[config.mk]
export PLATFORM = sky130hd
export DESIGN_NAME = regfile_wb_arbiter_flat
export DESIGN_NICKNAME = d
export VERILOG_FILES = /design/src/rtl/regfile_pkg.sv /design/src/rtl/regfile_wb_arbiter_if.sv /design/src/rtl/regfile_wb_arbiter_rr_arb2.sv /design/src/rtl/regfile_wb_arbiter.sv /design/src/flat_wrapper.sv
export SDC_FILE = /design/constraint.sdc
export NUM_CORES = 1
export LEC_CHECK = 0
export ABC_AREA = 1
export BUFFER_PORTS_ARGS = -buffer_cell sky130_fd_sc_hd__buf_2
export CAP_MARGIN = 20
export CORE_MARGIN = 4
export CORE_UTILIZATION = 42
export DETAILED_ROUTE_END_ITERATION = 6
export PLACE_DENSITY_LB_ADDON = 0.08
export SLEW_MARGIN = 10
export SYNTH_ARGS = -nofsm -noshare
export SYNTH_HDL_FRONTEND = slang
export SYNTH_SLANG_ARGS = --single-unit
[constraint.sdc]
create_clock -name clk -period 2 [get_ports clk]
set_input_delay 0.3 -clock clk [delete_from_list [all_inputs] [get_ports clk]]
set_output_delay 0.3 -clock clk [all_outputs]
set_load 0.01 [all_outputs]
[src/rtl/regfile_pkg.sv]
// Shared widths, requester indices and the writeback request bundle
// for the regfile writeback arbiter.
package regfile_pkg;

  localparam int XLEN = 32;
  localparam int NREG = 32;
  localparam int AW   = 5;

  localparam int REQ_ALU = 0;
  localparam int REQ_LSU = 1;

  typedef struct packed {
    logic            valid;
    logic [AW-1:0]   addr;
    logic [XLEN-1:0] data;
  } wb_req_t;

endpackage

[src/rtl/regfile_wb_arbiter_if.sv]
// Writeback handshake bundle: ALU (wb0) and LSU (wb1) requesters.
// master = requester side, slave = arbiter side.
interface regfile_wb_arbiter_if;
  import regfile_pkg::*;

  logic            wb0_valid;
  logic            wb0_ready;
  logic [AW-1:0]   wb0_addr;
  logic [XLEN-1:0] wb0_data;

  logic            wb1_valid;
  logic            wb1_ready;
  logic [AW-1:0]   wb1_addr;
  logic [XLEN-1:0] wb1_data;

  modport master (
    output wb0_valid, wb0_addr, wb0_data,
    output wb1_valid, wb1_addr, wb1_data,
    input  wb0_ready, wb1_ready
  );

  modport slave (
    input  wb0_valid, wb0_addr, wb0_data,
    input  wb1_valid, wb1_addr, wb1_data,
    output wb0_ready, wb1_ready
  );

endinterface

[src/rtl/regfile_wb_arbiter_rr_arb2.sv]
// Two-way round-robin arbiter; the pointer moves only when both
// requesters contend, so an uncontended requester never loses its turn.
module rr_arb2 (
  input  logic       clk,
  input  logic       reset,
  input  logic [1:0] req,
  output logic [1:0] grant
);

  logic ptr;

  always_ff @(posedge clk) begin
    if (reset)
      ptr <= 1'b0;
    else if (req == 2'b11)
      ptr <= ~ptr;
  end

  always_comb begin
    grant = 2'b00;
    unique case (1'b1)
      (req == 2'b11): grant[ptr] = 1'b1;
      default:        grant      = req;
    endcase
  end

endmodule

[src/rtl/regfile_wb_arbiter.sv]
// Shares the regfile write port between ALU and LSU writeback and
// tracks outstanding destination registers for RAW hazard detection.
module regfile_wb_arbiter
  import regfile_pkg::*;
(
  input  logic                 clk,
  input  logic                 reset,
  regfile_wb_arbiter_if.slave  wb,
  input  logic                 issue_en,
  input  logic [AW-1:0]        issue_addr,
  output logic                 w_en,
  output logic [AW-1:0]        w_addr,
  output logic [XLEN-1:0]      w_data,
  output logic [NREG-1:0]      busy
);

  wb_req_t    req0;
  wb_req_t    req1;
  wb_req_t    sel;
  logic [1:0] req;
  logic [1:0] grant;
  logic       xfer;
  logic       wr;
  logic [NREG-1:0] busy_nxt;

  assign req0 = '{valid: wb.wb0_valid,
                  addr:  wb.wb0_addr,
                  data:  wb.wb0_data};
  assign req1 = '{valid: wb.wb1_valid,
                  addr:  wb.wb1_addr,
                  data:  wb.wb1_data};

  assign req = {req1.valid & ~reset,
                req0.valid & ~reset};

  rr_arb2 u_arb (
    .clk   (clk),
    .reset (reset),
    .req   (req),
    .grant (grant)
  );

  assign wb.wb0_ready = grant[REQ_ALU];
  assign wb.wb1_ready = grant[REQ_LSU];

  assign sel  = grant[REQ_LSU] ? req1 : req0;
  assign xfer = |grant;
  assign wr   = xfer && (sel.addr != '0);

  always_ff @(posedge clk) begin
    if (reset) begin
      w_en   <= 1'b0;
      w_addr <= '0;
      w_data <= '0;
    end else begin
      w_en <= wr;
      if (wr) begin
        w_addr <= sel.addr;
        w_data <= sel.data;
      end
    end
  end

  // Set after clear: a re-issued producer must stay outstanding.
  always_comb begin
    busy_nxt = busy;
    if (xfer)
      busy_nxt[sel.addr] = 1'b0;
    if (issue_en)
      busy_nxt[issue_addr] = 1'b1;
    busy_nxt[0] = 1'b0;
  end

  always_ff @(posedge clk) begin
    if (reset)
      busy <= '0;
    else
      busy <= busy_nxt;
  end

endmodule

[src/flat_wrapper.sv]
// flat-port wrapper written by rule: the top's interface ports become plain ports
module regfile_wb_arbiter_flat import regfile_pkg::*;
  (clk, reset, issue_en, issue_addr, w_en, w_addr, w_data, busy, wb_wb0_valid, wb_wb0_addr, wb_wb0_data, wb_wb1_valid, wb_wb1_addr, wb_wb1_data, wb_wb0_ready, wb_wb1_ready);
  regfile_wb_arbiter_if wb_i ();
  input  logic clk;
  input  logic reset;
  input  logic issue_en;
  input  logic [AW-1:0] issue_addr;
  output logic w_en;
  output logic [AW-1:0] w_addr;
  output logic [XLEN-1:0] w_data;
  output logic [NREG-1:0] busy;
  input wire logic [$bits(wb_i.wb0_valid)-1:0] wb_wb0_valid;
  input wire logic [$bits(wb_i.wb0_addr)-1:0] wb_wb0_addr;
  input wire logic [$bits(wb_i.wb0_data)-1:0] wb_wb0_data;
  input wire logic [$bits(wb_i.wb1_valid)-1:0] wb_wb1_valid;
  input wire logic [$bits(wb_i.wb1_addr)-1:0] wb_wb1_addr;
  input wire logic [$bits(wb_i.wb1_data)-1:0] wb_wb1_data;
  output wire logic [$bits(wb_i.wb0_ready)-1:0] wb_wb0_ready;
  output wire logic [$bits(wb_i.wb1_ready)-1:0] wb_wb1_ready;
  assign wb_i.wb0_valid = wb_wb0_valid;
  assign wb_i.wb0_addr = wb_wb0_addr;
  assign wb_i.wb0_data = wb_wb0_data;
  assign wb_i.wb1_valid = wb_wb1_valid;
  assign wb_i.wb1_addr = wb_wb1_addr;
  assign wb_i.wb1_data = wb_wb1_data;
  assign wb_wb0_ready = wb_i.wb0_ready;
  assign wb_wb1_ready = wb_i.wb1_ready;
  regfile_wb_arbiter u_core (.clk(clk), .reset(reset), .wb(wb_i), .issue_en(issue_en), .issue_addr(issue_addr), .w_en(w_en), .w_addr(w_addr), .w_data(w_data), .busy(busy));
endmodule
==> metrics <==
result of the run complete, no violations; area grow syn2layout 31.15%; count of pins over their slew limit 0; via count a little under 4k; Clock Path Buffers 2; endpoint with the worst hold slack u_core.u_arb.ptr; type of element launching the critical path flop; Slew @ Worst Pin 544.7 ps; r2r startpoint u_core.u_arb.ptr; H-tree depth 3; Critical Path RT about 1700 ps; CP arrival between 1000 and 1500 ps; via count of the first global-routing pass ~3.6k; Clock Sink Count 70; post-placement cell area between 4000 and 5000 um^2; Reg clk slew, reported paths ~70 ps; initial antenna violation count 1; Yosys reg bits 70; cell at the root of the clock tree clkbuf_8; critical path start-end classification reg -> out; clock skew after layout approximately 8.9 ps; via/cell ratio 4.657; first-pass GRT wire length between 15000 and 20000 um; total core area a little over 8000 um^2; RePlAce Congestion around 0.80; Antenna Violating Nets Remaining 0; total half-perimeter wirelength after legalization and detailed placement just under 8000 um; TritonCTS clock tree built; synthesized netlist net count between 600 and 700; drt initial violations 111; die outline height between 90 and 100 um; final cell area excluding filler cells 4626 um^2; final period demand of the worst path 1787 ps; Post CTS Setup Buffer Count 0; maximum fanout encountered on the critical timing path 16; ratio of total power to cell area 682.8 nW/um^2; final net count ~820; WL per Instance approximately 12 um; sum of internal, switching and leakage power ~0.0032 W; setup slack of the most critical reg-to-reg path roughly 230 ps; number of diodes added for antenna fixing 0; maximum achievable frequency 0.5595 GHz; pre-CTS WS -36.46 ps; Die Width 99.64 um; placed insts about 830; register area share after synthesis between 30% and 40%; count of max-cap constraint violations 0; leftover overflow at the end of global routing 0; post-route clock period utilization between 80% and 90%; count of final setup violators 0; count of different cell masters after synthesis 24; worst reg-to-reg path cell count 10; starting density of the core around 43%; share of final-layout standard cells stronger than drive strength 1 between 20% and 30%; worst vdd rail ir drop roughly 350 uV; remaining max-slew budget at the tightest pin 63.41%; number of remaining DRC errors 0; Site Rows 33; Avg Cell Area, Syn a little over 6 um^2; Mapped Cells about 580; setup repair after global routing missed its margin no; number of warnings printed during yosys synthesis 0; element type at the critical path end output port; clock latency of the later-clocked register in the worst-skew pair 340 ps; Final TNS setup 0 ps; IO Port Bufs between 150 and 200; iteration count of the initial detailed-routing pass 4; CTS buffer count 9; Worst Hold Depth 3; Final Hold Violating Endpoints 0; hold wc startpoint wb_wb0_valid; capture point of the worst reg-to-reg path u_core.w_data[6]; Post-Syn Area roughly 3500 um^2; die outline area 9928 um^2; Top-Level Pins between 150 and 200; pin count of the biggest net entering global routing 36; overall routed net length approximately 10000 um; combined global-route utilization of all metal layers about a fifth; non-filler instance count after layout 842; worst path setup slack after routing roughly 210 ps; min-delay worst type in -> reg; leakage power ~2.5 nW
[registers in the layout, indices dropped and copies added (netlist names)]
| signal | flops |
|---|---|
| u_core.w_addr | 5 |
| u_core.u_arb.ptr | 1 |
| u_core.w_data | 32 |
| u_core.w_en | 1 |
| u_core.busy | 31 |
[synthesized netlist by cell type, drive strengths merged]
| cell | number | share of area, % |
|---|---|---|
| a211oi | 1 | 0.21 |
| a21oi | 36 | 5.1 |
| buf | 17 | 3.2 |
| clkbuf | 9 | 0.96 |
| conb | 1 | 0.11 |
| dfxtp | 70 | 40 |
| inv | 57 | 6.1 |
| nand2 | 247 | 26 |
| nand3 | 36 | 5.3 |
| nor2 | 80 | 8.9 |
| nor3 | 12 | 1.7 |
| o211ai | 2 | 0.43 |
| o21ai | 7 | 1.3 |
| o21bai | 1 | 0.53 |
[how the worst max path moves through the flow]
stage | from | end | slack (ps) | depth (start not counted)
2_1_floorplan | u_core.u_arb.ptr | u_core.w_data[10] | 460 | 10
3_3_place_gp | reset | u_core.w_data[23] | 20 | 11
3_5_place_dp | reset | u_core.w_data[0] | -40 | 11
4_1_cts | u_core.u_arb.ptr | u_core.w_data[0] | 40 | 9
5_1_grt | u_core.u_arb.ptr | u_core.w_data[31] | 90 | 10
6_report | u_core.u_arb.ptr | wb_wb1_ready | 210 | 4
[layout by cell type, fill, tap and decap left out, drive strengths merged]
| master | netlist | routed |
|---|---|---|
| a21oi | 36 | 36 |
| nand3 | 36 | 36 |
| o21ai | 7 | 7 |
| inv | 57 | 57 |
| clkinvlp | 0 | 3 |
| o21bai | 1 | 1 |
| nor2 | 80 | 80 |
| o211ai | 2 | 2 |
| dfxtp | 70 | 70 |
| conb | 1 | 1 |
| a211oi | 1 | 1 |
| buf | 17 | 171 |
| nand2 | 247 | 247 |
| clkbuf | 9 | 10 |
| nor3 | 12 | 12 |
| clkinv | 0 | 3 |
[final cells by class]
cell class / count / area [um^2]
timing repair buffer: 171 / 898.4
multi-input combinational: 423 / 1802
clock inverter: 6 / 37.54
sequential: 70 / 1403
clock buffer: 10 / 137.6
tap: 105 / 131.4
fill: 884 / 3550
inverter: 57 / 216.5
[per-layer routing]
layer,vias up,track usage [%],wire [um]
met5,-,0,7
met4,2,4.412,78
met3,7,5.610,842
met2,130,34.76,4852
met1,1716,25.57,4598
li1,2066,-,-
[power by group]
| group | switching, W | leakage [nW] | internal, W |
|---|---|---|---|
| combinational | 0.000380 | 1.85 | 0.000252 |
| clock | 0.000538 | 0.0841 | 0.000477 |
| sequential | 0.0000404 | 0.574 | 0.00147 |
| total | 0.000958 | 2.51 | 0.00220 |
[cell families (layout without fill, tap and decap cells)]
group,after synthesis,after routing,synth area share [%]
flops,70,70,39.73
compound gates,47,47,7.591
other cells,1,1,0.1063
simple gates,375,375,42.39
buf+inv,83,244,10.18
[per-stage QoR]
step | utilization [%] | hold slack [ps]
2_1_floorplan | - | 464.5
3_3_place_gp | 54.33 | 450.1
3_5_place_dp | 54.33 | 453.8
4_1_cts | 56.47 | 275.5
5_1_grt | 56.58 | 284.7
6_report | 56.58 | 284.9
[critical path, stage by stage, from the launching register on]
cell,delay [ps]
dfxtp_2,400
inv_1,100
a21oi_4,240
buf_4,260
buf_2,160
[repair_timing]
item / in CTS / in global routing
hold buffers: 0 / 0
resized for setup: 0 / 4
setup endpoints to repair: 0 / 43
No activity file was read; power rests on OpenSTA's default activity.
